===== src/rtl/ysyx_25060170_lsu_if.sv =====
// ysyx_25060170_lsu_if: EXU request, data-memory bus and WBU result channels of the LSU
interface ysyx_25060170_lsu_if;
  logic        in_valid;
  logic        in_ready;
  logic [31:0] in_addr;
  logic [31:0] in_wdata;
  logic        in_is_store;
  logic [1:0]  in_size;
  logic        in_unsigned;
  logic [4:0]  in_rd;
  logic        mem_req_valid;
  logic        mem_req_ready;
  logic [31:0] mem_addr;
  logic        mem_wen;
  logic [31:0] mem_wdata;
  logic [3:0]  mem_wmask;
  logic        mem_rsp_valid;
  logic [31:0] mem_rsp_data;
  logic        out_valid;
  logic        out_ready;
  logic [31:0] out_data;
  logic [4:0]  out_rd;
  logic        out_wen;
  logic        out_misalign;
  logic        out_bus_err;
  modport slave (
    input  in_valid, in_addr, in_wdata, in_is_store, in_size, in_unsigned, in_rd,
    input  mem_req_ready, mem_rsp_valid, mem_rsp_data, out_ready,
    output in_ready, mem_req_valid, mem_addr, mem_wen, mem_wdata, mem_wmask,
    output out_valid, out_data, out_rd, out_wen, out_misalign, out_bus_err
  );
  modport master (
    output in_valid, in_addr, in_wdata, in_is_store, in_size, in_unsigned, in_rd,
    output mem_req_ready, mem_rsp_valid, mem_rsp_data, out_ready,
    input  in_ready, mem_req_valid, mem_addr, mem_wen, mem_wdata, mem_wmask,
    input  out_valid, out_data, out_rd, out_wen, out_misalign, out_bus_err
  );
endinterface


===== src/rtl/ysyx_25060170_lsu.sv =====
// ysyx_25060170_lsu: multi-cycle load/store unit; one op at a time, word-aligned bus, aligned/extended loads
module ysyx_25060170_lsu #(
  parameter int MEM_TIMEOUT = 256
) (
  input logic clk,
  input logic rst,
  ysyx_25060170_lsu_if.slave bus
);
  typedef enum logic [1:0] {IDLE, REQ, WAIT, RESP} state_t;
  state_t      state_q, state_d;
  logic [31:0] cnt_q, cnt_d;
  logic [1:0]  size_q, size_d;
  logic        uns_q, uns_d;
  logic [1:0]  off_q, off_d;
  logic        in_ready_q, in_ready_d;
  logic        mem_req_valid_q, mem_req_valid_d;
  logic [31:0] mem_addr_q, mem_addr_d;
  logic        mem_wen_q, mem_wen_d;
  logic [31:0] mem_wdata_q, mem_wdata_d;
  logic [3:0]  mem_wmask_q, mem_wmask_d;
  logic        out_valid_q, out_valid_d;
  logic [31:0] out_data_q, out_data_d;
  logic [4:0]  out_rd_q, out_rd_d;
  logic        out_wen_q, out_wen_d;
  logic        out_misalign_q, out_misalign_d;
  logic        out_bus_err_q, out_bus_err_d;
  logic [1:0]  in_off;
  logic        misalign;
  logic [31:0] st_wdata;
  logic [3:0]  st_mask;
  logic [31:0] sh;
  logic [31:0] ld_val;
  logic        timeout;
  assign in_off   = bus.in_addr[1:0];
  assign misalign = (bus.in_size == 2'd1 && in_off[0]) || (bus.in_size[1] && in_off != 2'd0);
  assign st_wdata = bus.in_size == 2'd0 ? {4{bus.in_wdata[7:0]}} :
                    bus.in_size == 2'd1 ? {2{bus.in_wdata[15:0]}} : bus.in_wdata;
  assign st_mask  = bus.in_size == 2'd0 ? 4'b0001 << in_off :
                    bus.in_size == 2'd1 ? 4'b0011 << in_off : 4'b1111;
  assign sh       = bus.mem_rsp_data >> {off_q, 3'b000};
  assign ld_val   = size_q == 2'd0 ? (uns_q ? {24'b0, sh[7:0]} : {{24{sh[7]}}, sh[7:0]}) :
                    size_q == 2'd1 ? (uns_q ? {16'b0, sh[15:0]} : {{16{sh[15]}}, sh[15:0]}) : sh;
  // a response arriving in the timeout cycle still wins because it is tested first
  assign timeout  = MEM_TIMEOUT != 0 && cnt_q == 32'(MEM_TIMEOUT - 1);
  always_comb begin
    state_d         = state_q;
    cnt_d           = cnt_q;
    size_d          = size_q;
    uns_d           = uns_q;
    off_d           = off_q;
    in_ready_d      = in_ready_q;
    mem_req_valid_d = mem_req_valid_q;
    mem_addr_d      = mem_addr_q;
    mem_wen_d       = mem_wen_q;
    mem_wdata_d     = mem_wdata_q;
    mem_wmask_d     = mem_wmask_q;
    out_valid_d     = out_valid_q;
    out_data_d      = out_data_q;
    out_rd_d        = out_rd_q;
    out_wen_d       = out_wen_q;
    out_misalign_d  = out_misalign_q;
    out_bus_err_d   = out_bus_err_q;
    case (state_q)
      IDLE: if (bus.in_valid) begin
        size_d          = bus.in_size;
        uns_d           = bus.in_unsigned;
        off_d           = in_off;
        in_ready_d      = 1'b0;
        mem_addr_d      = {bus.in_addr[31:2], 2'b00};
        mem_wen_d       = bus.in_is_store;
        mem_wdata_d     = st_wdata;
        mem_wmask_d     = st_mask;
        out_rd_d        = bus.in_rd;
        out_data_d      = 32'b0;
        out_wen_d       = 1'b0;
        out_bus_err_d   = 1'b0;
        out_misalign_d  = misalign;
        out_valid_d     = misalign;
        mem_req_valid_d = !misalign;
        state_d         = misalign ? RESP : REQ;
      end
      REQ: if (bus.mem_req_ready) begin
        mem_req_valid_d = 1'b0;
        cnt_d           = 32'b0;
        state_d         = WAIT;
      end
      WAIT: if (bus.mem_rsp_valid) begin
        out_data_d  = mem_wen_q ? 32'b0 : ld_val;
        out_wen_d   = !mem_wen_q && out_rd_q != 5'd0;
        out_valid_d = 1'b1;
        state_d     = RESP;
      end else if (timeout) begin
        out_bus_err_d = 1'b1;
        out_valid_d   = 1'b1;
        state_d       = RESP;
      end else begin
        cnt_d = cnt_q + 32'd1;
      end
      RESP: if (bus.out_ready) begin
        out_valid_d = 1'b0;
        in_ready_d  = 1'b1;
        state_d     = IDLE;
      end
      default: state_d = IDLE;
    endcase
  end
  always_ff @(posedge clk or negedge rst) begin
    if (!rst) begin
      state_q         <= IDLE;
      cnt_q           <= 32'b0;
      size_q          <= 2'b0;
      uns_q           <= 1'b0;
      off_q           <= 2'b0;
      in_ready_q      <= 1'b1;
      mem_req_valid_q <= 1'b0;
      mem_addr_q      <= 32'b0;
      mem_wen_q       <= 1'b0;
      mem_wdata_q     <= 32'b0;
      mem_wmask_q     <= 4'b0;
      out_valid_q     <= 1'b0;
      out_data_q      <= 32'b0;
      out_rd_q        <= 5'b0;
      out_wen_q       <= 1'b0;
      out_misalign_q  <= 1'b0;
      out_bus_err_q   <= 1'b0;
    end else begin
      state_q         <= state_d;
      cnt_q           <= cnt_d;
      size_q          <= size_d;
      uns_q           <= uns_d;
      off_q           <= off_d;
      in_ready_q      <= in_ready_d;
      mem_req_valid_q <= mem_req_valid_d;
      mem_addr_q      <= mem_addr_d;
      mem_wen_q       <= mem_wen_d;
      mem_wdata_q     <= mem_wdata_d;
      mem_wmask_q     <= mem_wmask_d;
      out_valid_q     <= out_valid_d;
      out_data_q      <= out_data_d;
      out_rd_q        <= out_rd_d;
      out_wen_q       <= out_wen_d;
      out_misalign_q  <= out_misalign_d;
      out_bus_err_q   <= out_bus_err_d;
    end
  end
  assign bus.in_ready      = in_ready_q;
  assign bus.mem_req_valid = mem_req_valid_q;
  assign bus.mem_addr      = mem_addr_q;
  assign bus.mem_wen       = mem_wen_q;
  assign bus.mem_wdata     = mem_wdata_q;
  assign bus.mem_wmask     = mem_wmask_q;
  assign bus.out_valid     = out_valid_q;
  assign bus.out_data      = out_data_q;
  assign bus.out_rd        = out_rd_q;
  assign bus.out_wen       = out_wen_q;
  assign bus.out_misalign  = out_misalign_q;
  assign bus.out_bus_err   = out_bus_err_q;
endmodule


===== src/flat_wrapper.sv =====
// flat-port wrapper written by rule: the top's interface ports become plain ports
module ysyx_25060170_lsu_flat 
#(
  parameter int MEM_TIMEOUT = 256
)
  (clk, rst, bus_in_valid, bus_in_addr, bus_in_wdata, bus_in_is_store, bus_in_size, bus_in_unsigned, bus_in_rd, bus_mem_req_ready, bus_mem_rsp_valid, bus_mem_rsp_data, bus_out_ready, bus_in_ready, bus_mem_req_valid, bus_mem_addr, bus_mem_wen, bus_mem_wdata, bus_mem_wmask, bus_out_valid, bus_out_data, bus_out_rd, bus_out_wen, bus_out_misalign, bus_out_bus_err);
  ysyx_25060170_lsu_if bus_i ();
  input logic clk;
  input logic rst;
  input wire logic [$bits(bus_i.in_valid)-1:0] bus_in_valid;
  input wire logic [$bits(bus_i.in_addr)-1:0] bus_in_addr;
  input wire logic [$bits(bus_i.in_wdata)-1:0] bus_in_wdata;
  input wire logic [$bits(bus_i.in_is_store)-1:0] bus_in_is_store;
  input wire logic [$bits(bus_i.in_size)-1:0] bus_in_size;
  input wire logic [$bits(bus_i.in_unsigned)-1:0] bus_in_unsigned;
  input wire logic [$bits(bus_i.in_rd)-1:0] bus_in_rd;
  input wire logic [$bits(bus_i.mem_req_ready)-1:0] bus_mem_req_ready;
  input wire logic [$bits(bus_i.mem_rsp_valid)-1:0] bus_mem_rsp_valid;
  input wire logic [$bits(bus_i.mem_rsp_data)-1:0] bus_mem_rsp_data;
  input wire logic [$bits(bus_i.out_ready)-1:0] bus_out_ready;
  output wire logic [$bits(bus_i.in_ready)-1:0] bus_in_ready;
  output wire logic [$bits(bus_i.mem_req_valid)-1:0] bus_mem_req_valid;
  output wire logic [$bits(bus_i.mem_addr)-1:0] bus_mem_addr;
  output wire logic [$bits(bus_i.mem_wen)-1:0] bus_mem_wen;
  output wire logic [$bits(bus_i.mem_wdata)-1:0] bus_mem_wdata;
  output wire logic [$bits(bus_i.mem_wmask)-1:0] bus_mem_wmask;
  output wire logic [$bits(bus_i.out_valid)-1:0] bus_out_valid;
  output wire logic [$bits(bus_i.out_data)-1:0] bus_out_data;
  output wire logic [$bits(bus_i.out_rd)-1:0] bus_out_rd;
  output wire logic [$bits(bus_i.out_wen)-1:0] bus_out_wen;
  output wire logic [$bits(bus_i.out_misalign)-1:0] bus_out_misalign;
  output wire logic [$bits(bus_i.out_bus_err)-1:0] bus_out_bus_err;
  assign bus_i.in_valid = bus_in_valid;
  assign bus_i.in_addr = bus_in_addr;
  assign bus_i.in_wdata = bus_in_wdata;
  assign bus_i.in_is_store = bus_in_is_store;
  assign bus_i.in_size = bus_in_size;
  assign bus_i.in_unsigned = bus_in_unsigned;
  assign bus_i.in_rd = bus_in_rd;
  assign bus_i.mem_req_ready = bus_mem_req_ready;
  assign bus_i.mem_rsp_valid = bus_mem_rsp_valid;
  assign bus_i.mem_rsp_data = bus_mem_rsp_data;
  assign bus_i.out_ready = bus_out_ready;
  assign bus_in_ready = bus_i.in_ready;
  assign bus_mem_req_valid = bus_i.mem_req_valid;
  assign bus_mem_addr = bus_i.mem_addr;
  assign bus_mem_wen = bus_i.mem_wen;
  assign bus_mem_wdata = bus_i.mem_wdata;
  assign bus_mem_wmask = bus_i.mem_wmask;
  assign bus_out_valid = bus_i.out_valid;
  assign bus_out_data = bus_i.out_data;
  assign bus_out_rd = bus_i.out_rd;
  assign bus_out_wen = bus_i.out_wen;
  assign bus_out_misalign = bus_i.out_misalign;
  assign bus_out_bus_err = bus_i.out_bus_err;
  ysyx_25060170_lsu #(.MEM_TIMEOUT(MEM_TIMEOUT)) u_core (.clk(clk), .rst(rst), .bus(bus_i));
endmodule

===== config.mk =====
export PLATFORM = sky130hd
export DESIGN_NAME = ysyx_25060170_lsu_flat
export DESIGN_NICKNAME = d
export VERILOG_FILES = /design/src/rtl/ysyx_25060170_lsu_if.sv /design/src/rtl/ysyx_25060170_lsu.sv /design/src/flat_wrapper.sv
export SDC_FILE = /design/constraint.sdc
export NUM_CORES = 1
export LEC_CHECK = 0
export ABC_AREA = 1
export CORE_AREA = 2 2 162 132
export DETAILED_ROUTE_END_ITERATION = 8
export DIE_AREA = 0 0 164 134
export GPL_TIMING_DRIVEN = 0
export PLACE_DENSITY = 0.68
export SETUP_SLACK_MARGIN = 0.05
export SLEW_MARGIN = 30
export SYNTH_ARGS = -nofsm -noshare
export SYNTH_HDL_FRONTEND = slang
export SYNTH_SLANG_ARGS = --single-unit

===== constraint.sdc =====
create_clock -name clk -period 2.1 [get_ports clk]
set_clock_uncertainty 0.2 [all_clocks]
set_input_delay 0.21 -clock clk [delete_from_list [all_inputs] [get_ports clk]]
set_output_delay 0.21 -clock clk [all_outputs]
set_load 0.05 [all_outputs]

==> impl_results.md, run 1 <==
- Maximum vdd drop: 1.230 mV
- Number of remaining DRC errors: 0
- Cells after Synth: 1127
- Routed wire length: 26470 um
- Top cell type's share of synthesized area: 46.32%
- Starting Density: 39.19%
- Vias per inst: 4.805
- Worst EP arrival: 1620 ps
- Stages on worst setup path: 1
- Post-route ant nets: 0
- First-pass GRT wire length: 42410 um
- Drt wl/cell: 15.95 um
- Vias: 7972
- Req. time, crit path: 1690 ps
- Worst Slack Setup Final: 71.98 ps
- Post-synthesis sequential area ratio: 46.64%
- Top_reg_cell synth: dfrtp_1
- Gr usage total: 24.70%
- HPWL Detailed: 20140 um
- Clock latency on the worst-skew pair: 430 ps
- Endpoints failing hold: 0
- CTS H-tree lvls: 4
- TritonCTS clock tree: built
- RSZ-0062 raised after global routing: yes
- CTS sink count: 149
- Setup crit start: u_core.bus.out_data[9]
- Leakage: 5.829 nW
- Status: completed
- Delay-heaviest family, CP: buffers and inverters
- Yosys cell types: 39
- Worst Path Class, Setup: reg2out
- Max Freq: 0.4931 GHz
- Switch share: 50.09%
- Clk Tree Root Cell: clkbuf_16
- Final Critical Period: 2028 ps
- Number of synthesized flops with an enable pin: 0
- Most common cell in the synthesized netlist: nand2_1
- Flop pwr share: 25.9%
- Area growth syn-to-layout: 43.44%
- Global route overflow: 0
- Clock-pin slew on the worst setup and hold paths: 80 ps
- Chip width: 164 um
- Worst hold path type: in2reg
- Buffers and inverters on the worst path: 1
- # IOs: 223
- Port Buffer Count: 220
- Rel. slew slack: 57.85%
- 1st-iter DRT viols: 573
- Die height: 134 um
- Pre-antenna DRT Iters: 7
- Fin crit share: 96.57%
- Crit path max-delay cell type: clkdlybuf4s50_1
- Pint: 8.783 mW
- Post-Synthesis Cell Area: 7996 um^2
- Hold Path Stages: 3
- Initial antenna violation count: 0
- # diodes: 0
- Crit path launch type: flop
- Synthesized area per cell: 7.095 um^2
- Yosys reg bits: 149
- Clock power share: 19.5%
- Fill count: 1964
- Largest net degree at the start of global routing: 82
- Nets: 1498
- Site Rows: 47
- Core area: 20410 um^2
- Num CTS Buffers: 17
- Placed Cells: 1618
- Worst Setup End Kind: output pin
- Yosys warns: 0
- Largest stage delay, worst path: 820 ps
- Number of global-route vias before repair: 7910
- Worst Max-Slew Pin Slew: 632.3 ps
- Top post-synthesis cells by area: dfrtp_1 (46%), nand2_1 (21%), nor2_1 (8.0%)
- Proportion of layout cells with a drive suffix above 1: 8.417%
- Cell Count, Final, Fillers Out: 1659
- Critical-path cell list: clkdlybuf4s50_1
- Leading area contributor after synthesis: dfrtp_1
- Worst r2r path cells: 9
- Final Util: 56.21%
- Die area: 21980 um^2
- Crit-path max FO: 2
- MaxCap Viol Count: 0
- Reg2reg start: u_core.state_q[1]
- Synth async-reset ratio: 100.0%
- Final setup vio count: 0
- GPL Wtd Cong: 0.8829
- Hold Crit Start: bus_in_addr[13]
- Pwr dens: 1534 nW/um^2
- Switch Pwr: 8.813 mW
- Gate power share: 54.6%
- Most instantiated cells after synthesis: nand2_1 (458), nor2_1 (170), dfrtp_1 (148)
- Post-placement setup slack: -261.7 ps
- Clk buf depth: 2
- Final slew viol count: 0
[cell type report]
| type | count | area [um^2] | share of cell area, % |
|---|---|---|---|
| inverter | 77 | 292.8 | 2.553 |
| sequential | 149 | 3732 | 32.54 |
| tap | 269 | 336.6 | 2.934 |
| clock buffer | 17 | 425.4 | 3.709 |
| buffer | 51 | 292.8 | 2.553 |
| timing repair buffer | 230 | 2342 | 20.42 |
| multi-input combinational | 851 | 3815 | 33.26 |
| clock inverter | 15 | 232.7 | 2.029 |
[tightest hold or removal path: stages]
cell             delay [ps]
clkdlybuf4s50_1         390
nand2_1                  60
nand2_1                  40
[final timing paths]
| check | slack [ps] | to |
|---|---|---|
| max in group asynchronous | 760 | u_core.bus.in_ready |
| hold reg to reg | 280 | u_core.bus.out_data[31] |
| hold / removal | 90 | u_core.bus.mem_addr[13] |
| setup reg to reg | 190 | u_core.bus.out_data[4] |
| setup / recovery | 70 | bus_out_data[9] |
| min in group asynchronous | 160 | u_core.cnt_q[25] |
[state kept, by name, summed over array words and instances, names as in the netlist]
signal                    count
u_core.bus.out_misalign       1
u_core.bus.mem_wen            1
u_core.bus.out_bus_err        1
u_core.bus.out_data          32
u_core.bus.mem_req_valid      1
u_core.off_q                  2
u_core.bus.in_ready           1
u_core.cnt_q                 32
u_core.bus.out_wen            1
u_core.bus.mem_wdata         32
u_core.uns_q                  1
u_core.size_q                 2
u_core.state_q                2
u_core.bus.out_valid          1
u_core.bus.out_rd             5
u_core.bus.mem_wmask          4
u_core.bus.mem_addr          30
[logic make-up (layout without fill, tap and decap cells)]
logic type               count (synthesis)  in the layout  synth area share, %
AND/OR/NAND/NOR                        721            721                35.77
flip-flops                             149            149                46.64
buffers and inverters                  128            390                6.869
AO/OA/AOI/OAI                          107            107                7.902
XOR/XNOR                                11             11                1.205
adder cells (fa/ha/maj)                 10             10                1.565
other                                    1              2              0.04690
[metal layers]
metal | vias to the layer above | share of wire [%] | GRT usage (%)
met3 | 26 | 7.5 | 7.514
met4 | 0 | 1.2 | 5.458
met5 | - | 0 | 0
li1 | 4032 | - | -
met2 | 244 | 47 | 40.22
met1 | 3670 | 45 | 32.52
[power by group through the flow]
| stage | Clock (mW) | Combinational [mW] | Sequential (mW) |
|---|---|---|---|
| after floorplan | 0 | 2.87 | 7.93 |
| after global placement | 0 | 9.56 | 4.61 |
| after detailed placement | 0 | 9.63 | 4.61 |
| after CTS | 3.49 | 9.61 | 4.57 |
| after global routing | 3.59 | 10.4 | 4.69 |
| final | 3.42 | 9.61 | 4.56 |
[timing repair]
item                                    CTS  global route
hold buffers                              1             0
pin swaps                                 2             5
gates resized for setup                  58            58
endpoints found under the setup margin  179           133
setup buffers                             5             3
endpoints found under the hold margin    80             0
[placed cells by master, fill, tap and decap left out, types with 5 or more instances in the layout]
master	Yosys	final
xor2_1	10	10
ha_1	10	7
dfrtp_1	148	146
buf_2	10	7
a31oi_1	15	15
clkbuf_2	0	14
nand2_1	458	454
o21ai_0	42	41
inv_1	74	71
clkdlybuf4s50_1	0	153
buf_4	9	16
o211ai_1	7	7
nor2_2	2	7
a21oi_1	24	24
o31ai_1	7	7
clkbuf_1	28	15
nand3_1	76	74
clkbuf_16	0	17
buf_6	3	5
dlygate4sd2_1	0	34
nand2_2	4	6
dlymetal6s2s_1	0	32
inv_2	2	5
nor2_1	170	164
[through the flow]
| step | area, um^2 | hold WS [ps] | power, mW | TNS [ps] |
|---|---|---|---|---|
| after floorplan | 8000 | -285.6 | 10.80 | 0 |
| after global placement | 10540 | 261.8 | 14.17 | -859730 |
| after detailed placement | 10570 | 48.58 | 14.24 | -19800 |
| after CTS | 11290 | 81.49 | 17.66 | 0 |
| after global routing | 11470 | 104.7 | 18.64 | 0 |
| final | 11470 | 93.36 | 17.60 | 0 |
No activity file was read; power rests on OpenSTA's default activity.
==> run 2: changes to the inputs <==
--- a/config.mk
+++ b/config.mk
@@ -6,11 +6,10 @@
 export NUM_CORES = 1
 export LEC_CHECK = 0
 export ABC_AREA = 1
-export CORE_AREA = 2 2 162 132
+export CORE_AREA = 2 2 172 141
 export DETAILED_ROUTE_END_ITERATION = 8
-export DIE_AREA = 0 0 164 134
-export GPL_TIMING_DRIVEN = 0
-export PLACE_DENSITY = 0.68
+export DIE_AREA = 0 0 174 143
+export MAX_ROUTING_LAYER = met4
 export SETUP_SLACK_MARGIN = 0.05
 export SLEW_MARGIN = 30
 export SYNTH_ARGS = -nofsm -noshare
==> impl_results.md, run 2 (synthesized netlist as in run 1, its figures left out) <==
- Status: completed
- Final slew viol count: 0 (unchanged)
- Number of global-route vias before repair: 7605 (-3.9%)
- Worst EP arrival: 1610 ps (about the same)
- Final setup vio count: 0 (unchanged)
- MaxCap Viol Count: 0 (unchanged)
- Max Freq: 0.4945 GHz (+0.29%)
- Largest stage delay, worst path: 810 ps (about the same)
- Critical-path cell list: clkdlybuf4s50_1
- Global routing's busiest layer: met2
- Port Buffer Count: 220 (unchanged)
- Number of remaining DRC errors: 0 (unchanged)
- Maximum vdd drop: 0.9031 mV (-27%)
- TritonCTS clock tree: built
- Final Util: 50.09% (-6.1 points)
- Routed wire length: 26440 um (-0.11%)
- Clk Tree Root Cell: clkbuf_16
- Worst hold path type: in2async
- CTS H-tree lvls: 4 (unchanged)
- Worst Setup End Kind: output pin
- Sequential Area: 3731 um^2 (about the same)
- GRT met2 Usage: 33.42% (-6.8 points)
- Initial antenna violation count: 0 (unchanged)
- Largest net degree at the start of global routing: 52 (-37%)
- # IOs: 223 (unchanged)
- Vias per inst: 4.703 (-2.1%)
- Commonest non-fill, non-tap cell in the layout: nand2_1
- Starting Density: 34.73% (-4.5 points)
- Req. time, crit path: 1690 ps (about the same)
- Fill count: 2341 (+19%)
- Proportion of layout cells with a drive suffix above 1: 8.224% (-0.19 points)
- Power, Total: 17.49 mW (-0.60%)
- Worst Max-Slew Pin Slew: 580.6 ps (-51.77 ps)
- CTS sink count: 149 (unchanged)
- Global route overflow: 0 (unchanged)
- Drt wl/cell: 15.68 um (-1.7%)
- Crit path launch type: flop
- Chip width: 174 um (+6.1%)
- Crit path max-delay cell type: clkdlybuf4s50_1
- RSZ-0062 raised after global routing: yes
- Clock latency on the worst-skew pair: 440 ps (about the same)
- Gr usage total: 22.02% (-2.7 points)
- Rel. slew slack: 61.45% (+3.6 points)
- Buffers and inverters on the worst path: 1 (unchanged)
- Pwr dens: 1517 nW/um^2 (-1.1%)
- Area growth syn-to-layout: 44.22%
- Nets: 1482 (-1.1%)
- Leakage: 5.916 nW (+1.5%)
- Clock-pin slew on the worst setup and hold paths: 70 ps (about the same)
- Placed Cells: 1648 (+1.9%)
- Die height: 143 um (+6.7%)
- Delay-heaviest family, CP: buffers and inverters
- # diodes: 0 (unchanged)
- Num CTS Buffers: 17 (unchanged)
- Cell Count, Final, Fillers Out: 1686 (+1.6%)
- Die area: 24880 um^2 (+13%)
- GPL Wtd Cong: 0.9130 (+3.4%)
- Endpoints failing hold: 0 (unchanged)
- First-pass GRT wire length: 41320 um (-2.6%)
- Fin crit share: 96.29% (-0.28 points)
- 1st-iter DRT viols: 517 (-9.8%)
- Site Rows: 50 (+6.4%)
- Core area: 23020 um^2 (+13%)
- Clk buf depth: 2 (unchanged)
- Vias: 7929 (-0.54%)
- Grt met3 use: 5.911% (-1.6 points)
- Pre-antenna DRT Iters: 4 (-3)
- Worst Path Class, Setup: reg2out
- Post-route ant nets: 0 (unchanged)
- Crit-path max FO: 2 (unchanged)
- Final Critical Period: 2022 ps (-5.945 ps)
- Multi-input gate area: 3786 um^2 (-0.75%)
- HPWL Detailed: 19810 um (-1.6%)
- Most frequent cells in the layout: nand2_1 (455), nor2_1 (167), dfrtp_1 (147)
- Setup TNS: 0 ps (unchanged)
- M1 GR Usage: 29.29% (-3.2 points)
-- run 2: cell types whose count changed in the layout (fill, tap and decap cells not counted), moves of 3 or more --
cell / before / now
buf_12: 0 / 7
clkbuf_1: 15 / 0
buf_4: 16 / 36
clkinv_8: 4 / 1
buf_2: 7 / 0
clkbuf_2: 14 / 0
clkdlybuf4s50_1: 153 / 134
dlygate4sd2_1: 34 / 48
nor2_1: 164 / 167
-- run 2: worst paths after layout --
kind,from,endpoint,slack [ps],cells after the start
max,u_core.bus.out_rd[1],bus_out_rd[1],80,1
min reg2reg,u_core.bus.out_data[27],u_core.bus.out_data[27],280,2
min in group clk,bus_in_addr[7],u_core.bus.mem_addr[7],90,3
max reg2reg,u_core.off_q[0],u_core.bus.out_data[9],120,8
min,rst,u_core.cnt_q[1],70,2
max in group asynchronous,rst,u_core.bus.in_ready,960,3
-- run 2: through the flow --
step | instance area [um^2] | hold slack, ps | setup slack (ps)
after floorplan | 8000 | -285.6 | 198.1
after global placement | 10710 | -29.14 | -19.92
after detailed placement | 10710 | -28.43 | -39.07
after CTS | 11300 | 75.39 | 50.01
after global routing | 11530 | 95.23 | 41.94
final | 11530 | 67.75 | 77.92
-- run 2: final cells by class --
class,instances,area share (%)
Clock buffer,19,3.928
Tap cell,312,3.385
Clock inverter,13,1.617
Timing Repair Buffer,265,23.36
Sequential cell,149,32.35
Inverter,77,2.528
Multi-Input combinational cell,851,32.83
-- run 2: timing repair --
item | in CTS | in global routing
pin swaps | 0 | 2
hold endpoints to repair | 148 | 0
gates resized for setup | 49 | 55
buffers inserted | 0 | 3
gates cloned | 0 | 2
endpoints found under the setup margin | 56 | 123
hold buffers | 1 | 0
-- run 2: routing by layer --
metal  wire, um  vias up  share of wire, %
met5          0        -                 0
met4        311        0               1.2
met3       1868       25               7.1
met2      11860      225                45
met1      12400     3682                47
li1           -     3997                 -
-- run 2: power by group --
group,internal (mW),switching (mW)
sequential,3.94,0.721
clock,1.97,1.38
combinational,2.88,6.59
==> run 3: changes to the inputs <==
--- a/config.mk
+++ b/config.mk
@@ -6,9 +6,9 @@
 export NUM_CORES = 1
 export LEC_CHECK = 0
 export ABC_AREA = 1
-export CORE_AREA = 2 2 172 141
+export CORE_AREA = 4 4 174 143
 export DETAILED_ROUTE_END_ITERATION = 8
-export DIE_AREA = 0 0 174 143
+export DIE_AREA = 0 0 178 147
 export MAX_ROUTING_LAYER = met4
 export SETUP_SLACK_MARGIN = 0.05
 export SLEW_MARGIN = 30
==> constraint.sdc (replaced) <==
create_clock -name clk -period 2.2 [get_ports clk]
set_clock_uncertainty 0.2 [all_clocks]
set_input_delay 0.22 -clock clk [delete_from_list [all_inputs] [get_ports clk]]
set_output_delay 0.22 -clock clk [all_outputs]
set_load 0.05 [all_outputs]
==> impl_results.md, run 3 (synthesized netlist as in run 1, its figures left out) <==
- Status: completed
- Worst Slack Setup Final: 120.0 ps (+42.11 ps)
- # IOs: 223 (unchanged)
- Routed wire length: 26230 um (-0.81%)
- Buffers and inverters on the worst path: 1 (unchanged)
- Drt wl/cell: 15.68 um (about the same)
- Leakage: 5.288 nW (-11%)
- RSZ-0062 raised after global routing: yes
- Endpoints failing hold: 0 (unchanged)
- TritonCTS clock tree: built
- Rel. slew slack: 58.30% (-3.2 points)
- Initial antenna violation count: 0 (unchanged)
- Fin crit share: 94.54%
- Gr usage total: 20.93% (-1.1 points)
- Vias: 7921 (-0.10%)
- Crit path max-delay cell type: clkdlybuf4s50_1
- Clock latency on the worst-skew pair: 420 ps (-20 ps)
- # diodes: 0 (unchanged)
- Pwr dens: 1465 nW/um^2 (-3.4%)
- Req. time, crit path: 1780 ps (+90 ps)
- Commonest non-fill, non-tap cell in the layout: nand2_1
- Port Buffer Count: 220 (unchanged)
- Vias per inst: 4.735 (+0.68%)
- GPL Wtd Cong: 0.9282 (+1.7%)
- Critical-path cell list: clkdlybuf4s50_1
- Clk Tree Root Cell: clkbuf_16
- Global route overflow: 0 (unchanged)
- Largest stage delay, worst path: 840 ps (+30 ps)
- Most frequent cells in the layout: nand2_1 (456), clkdlybuf4s50_1 (217), nor2_1 (169)
- Nets: 1469 (-0.88%)
- Final setup vio count: 0 (unchanged)
- Pre-antenna DRT Iters: 6 (+2)
- Number of global-route vias before repair: 7884 (+3.7%)
- Worst hold path type: in2reg
- Delay-heaviest family, CP: buffers and inverters
- Area growth syn-to-layout: 41.10%
- Clk buf depth: 2 (unchanged)
- Final Critical Period: 2080 ps
- Starting Density: 34.64% (-0.094 points)
- Die area: 26170 um^2 (+5.2%)
- CTS H-tree lvls: 4 (unchanged)
- Fin area: 11280 um^2 (-2.2%)
- Worst EP arrival: 1660 ps (+50 ps)
- Crit-path max FO: 3 (+1)
- Crit path launch type: flop
- Max Freq: 0.4808 GHz
- Largest net degree at the start of global routing: 66 (+27%)
- Worst Path Class, Setup: reg2out
- Clock-pin slew on the worst setup and hold paths: 80 ps (about the same)
- Site Rows: 50 (unchanged)
- Worst Setup End Kind: output pin
- Final hold slack: 116.2 ps (+48.46 ps)
- Maximum vdd drop: 0.8691 mV (-3.8%)
- HPWL Detailed: 19770 um (-0.21%)
- Final slew viol count: 0 (unchanged)
- MaxCap Viol Count: 0 (unchanged)
- Worst Max-Slew Pin Slew: 625.5 ps (+44.96 ps)
- CTS sink count: 149 (unchanged)
- Number of remaining DRC errors: 0 (unchanged)
- Die height: 147 um (+2.8%)
- Dpl cell area: 10650 um^2 (-0.56%)
- Reg2reg setup slack: 200 ps (+80 ps)
- Post-route ant nets: 0 (unchanged)
- Num CTS Buffers: 17 (unchanged)
- Post-placement setup slack: -92.89 ps (-53.81 ps)
- 1st-iter DRT viols: 510 (-1.4%)
- Core area: 23080 um^2 (+0.27%)
- Proportion of layout cells with a drive suffix above 1: 6.613% (-1.6 points)
- First-pass GRT wire length: 42260 um (+2.3%)
- Chip width: 178 um (+2.3%)
-- run 3: power by group --
group          switching [mW]  total, mW  internal [mW]
clock                    1.39       2.95           1.55
combinational            6.22       9.13           2.91
sequential              0.690       4.45           3.76
total                    8.31       16.5           8.22
-- run 3: metal layers --
metal	wire, um	vias up	share of wire [%]	global-route usage, %
li1	-	3969	-	-
met1	11980	3677	46	27.73
met2	11740	255	45	31.67
met3	2233	20	8.5	6.355
met4	280	0	1.1	4.871
met5	0	-	0	-
-- run 3: worst paths after layout --
path                                            end                  from  cells past startpoint
max reg2reg                         u_core.cnt_q[8]       u_core.cnt_q[1]                     10
min in group asynchronous    u_core.bus.out_data[1]                   rst                      2
min                         u_core.bus.mem_addr[16]       bus_in_addr[16]                      3
min reg2reg                    u_core.bus.out_valid  u_core.bus.out_valid                      2
max                                   bus_out_rd[3]  u_core.bus.out_rd[3]                      1
max in group asynchronous  u_core.bus.mem_wdata[11]                   rst                      3
-- run 3: per-stage QoR --
step / utilization [%] / TNS [ps] / instances / power, mW
after floorplan: - / 0 / 1128 / 10.31
after global placement: 46.12 / -112.2 / 1639 / 13.63
after detailed placement: 46.12 / -465.3 / 1639 / 13.65
after CTS: 48.74 / 0 / 1672 / 16.67
after global routing: 48.88 / 0 / 1673 / 17.54
final: 48.88 / 0 / 1673 / 16.53
-- run 3: repair_timing --
item,4_1_cts,5_1_grt
gates resized for setup,2,7
setup buffers,0,1
hold endpoints to repair,52,0
endpoints found under the setup margin,9,60
hold buffers,1,0
-- run 3: worst register-to-register path, delay by kind of cell, from the launching register on --
kind,cells,cell delay [ps]
buffers and inverters,1,60
flip-flops,1,390
adder cells (fa/ha/maj),1,200
AND/OR/NAND/NOR,7,960
AO/OA/AOI/OAI,1,50
-- run 3: area by class of cell --
type | instances | area, um^2
clock buffers | 18 | 439.2
fillers | 2300 | 11800
repair buffers | 252 | 2534
multi-input cells | 851 | 3742
inverters | 77 | 292.8
well taps | 312 | 390.4
clock inverters | 14 | 155.1
flip-flops and latches | 149 | 3730
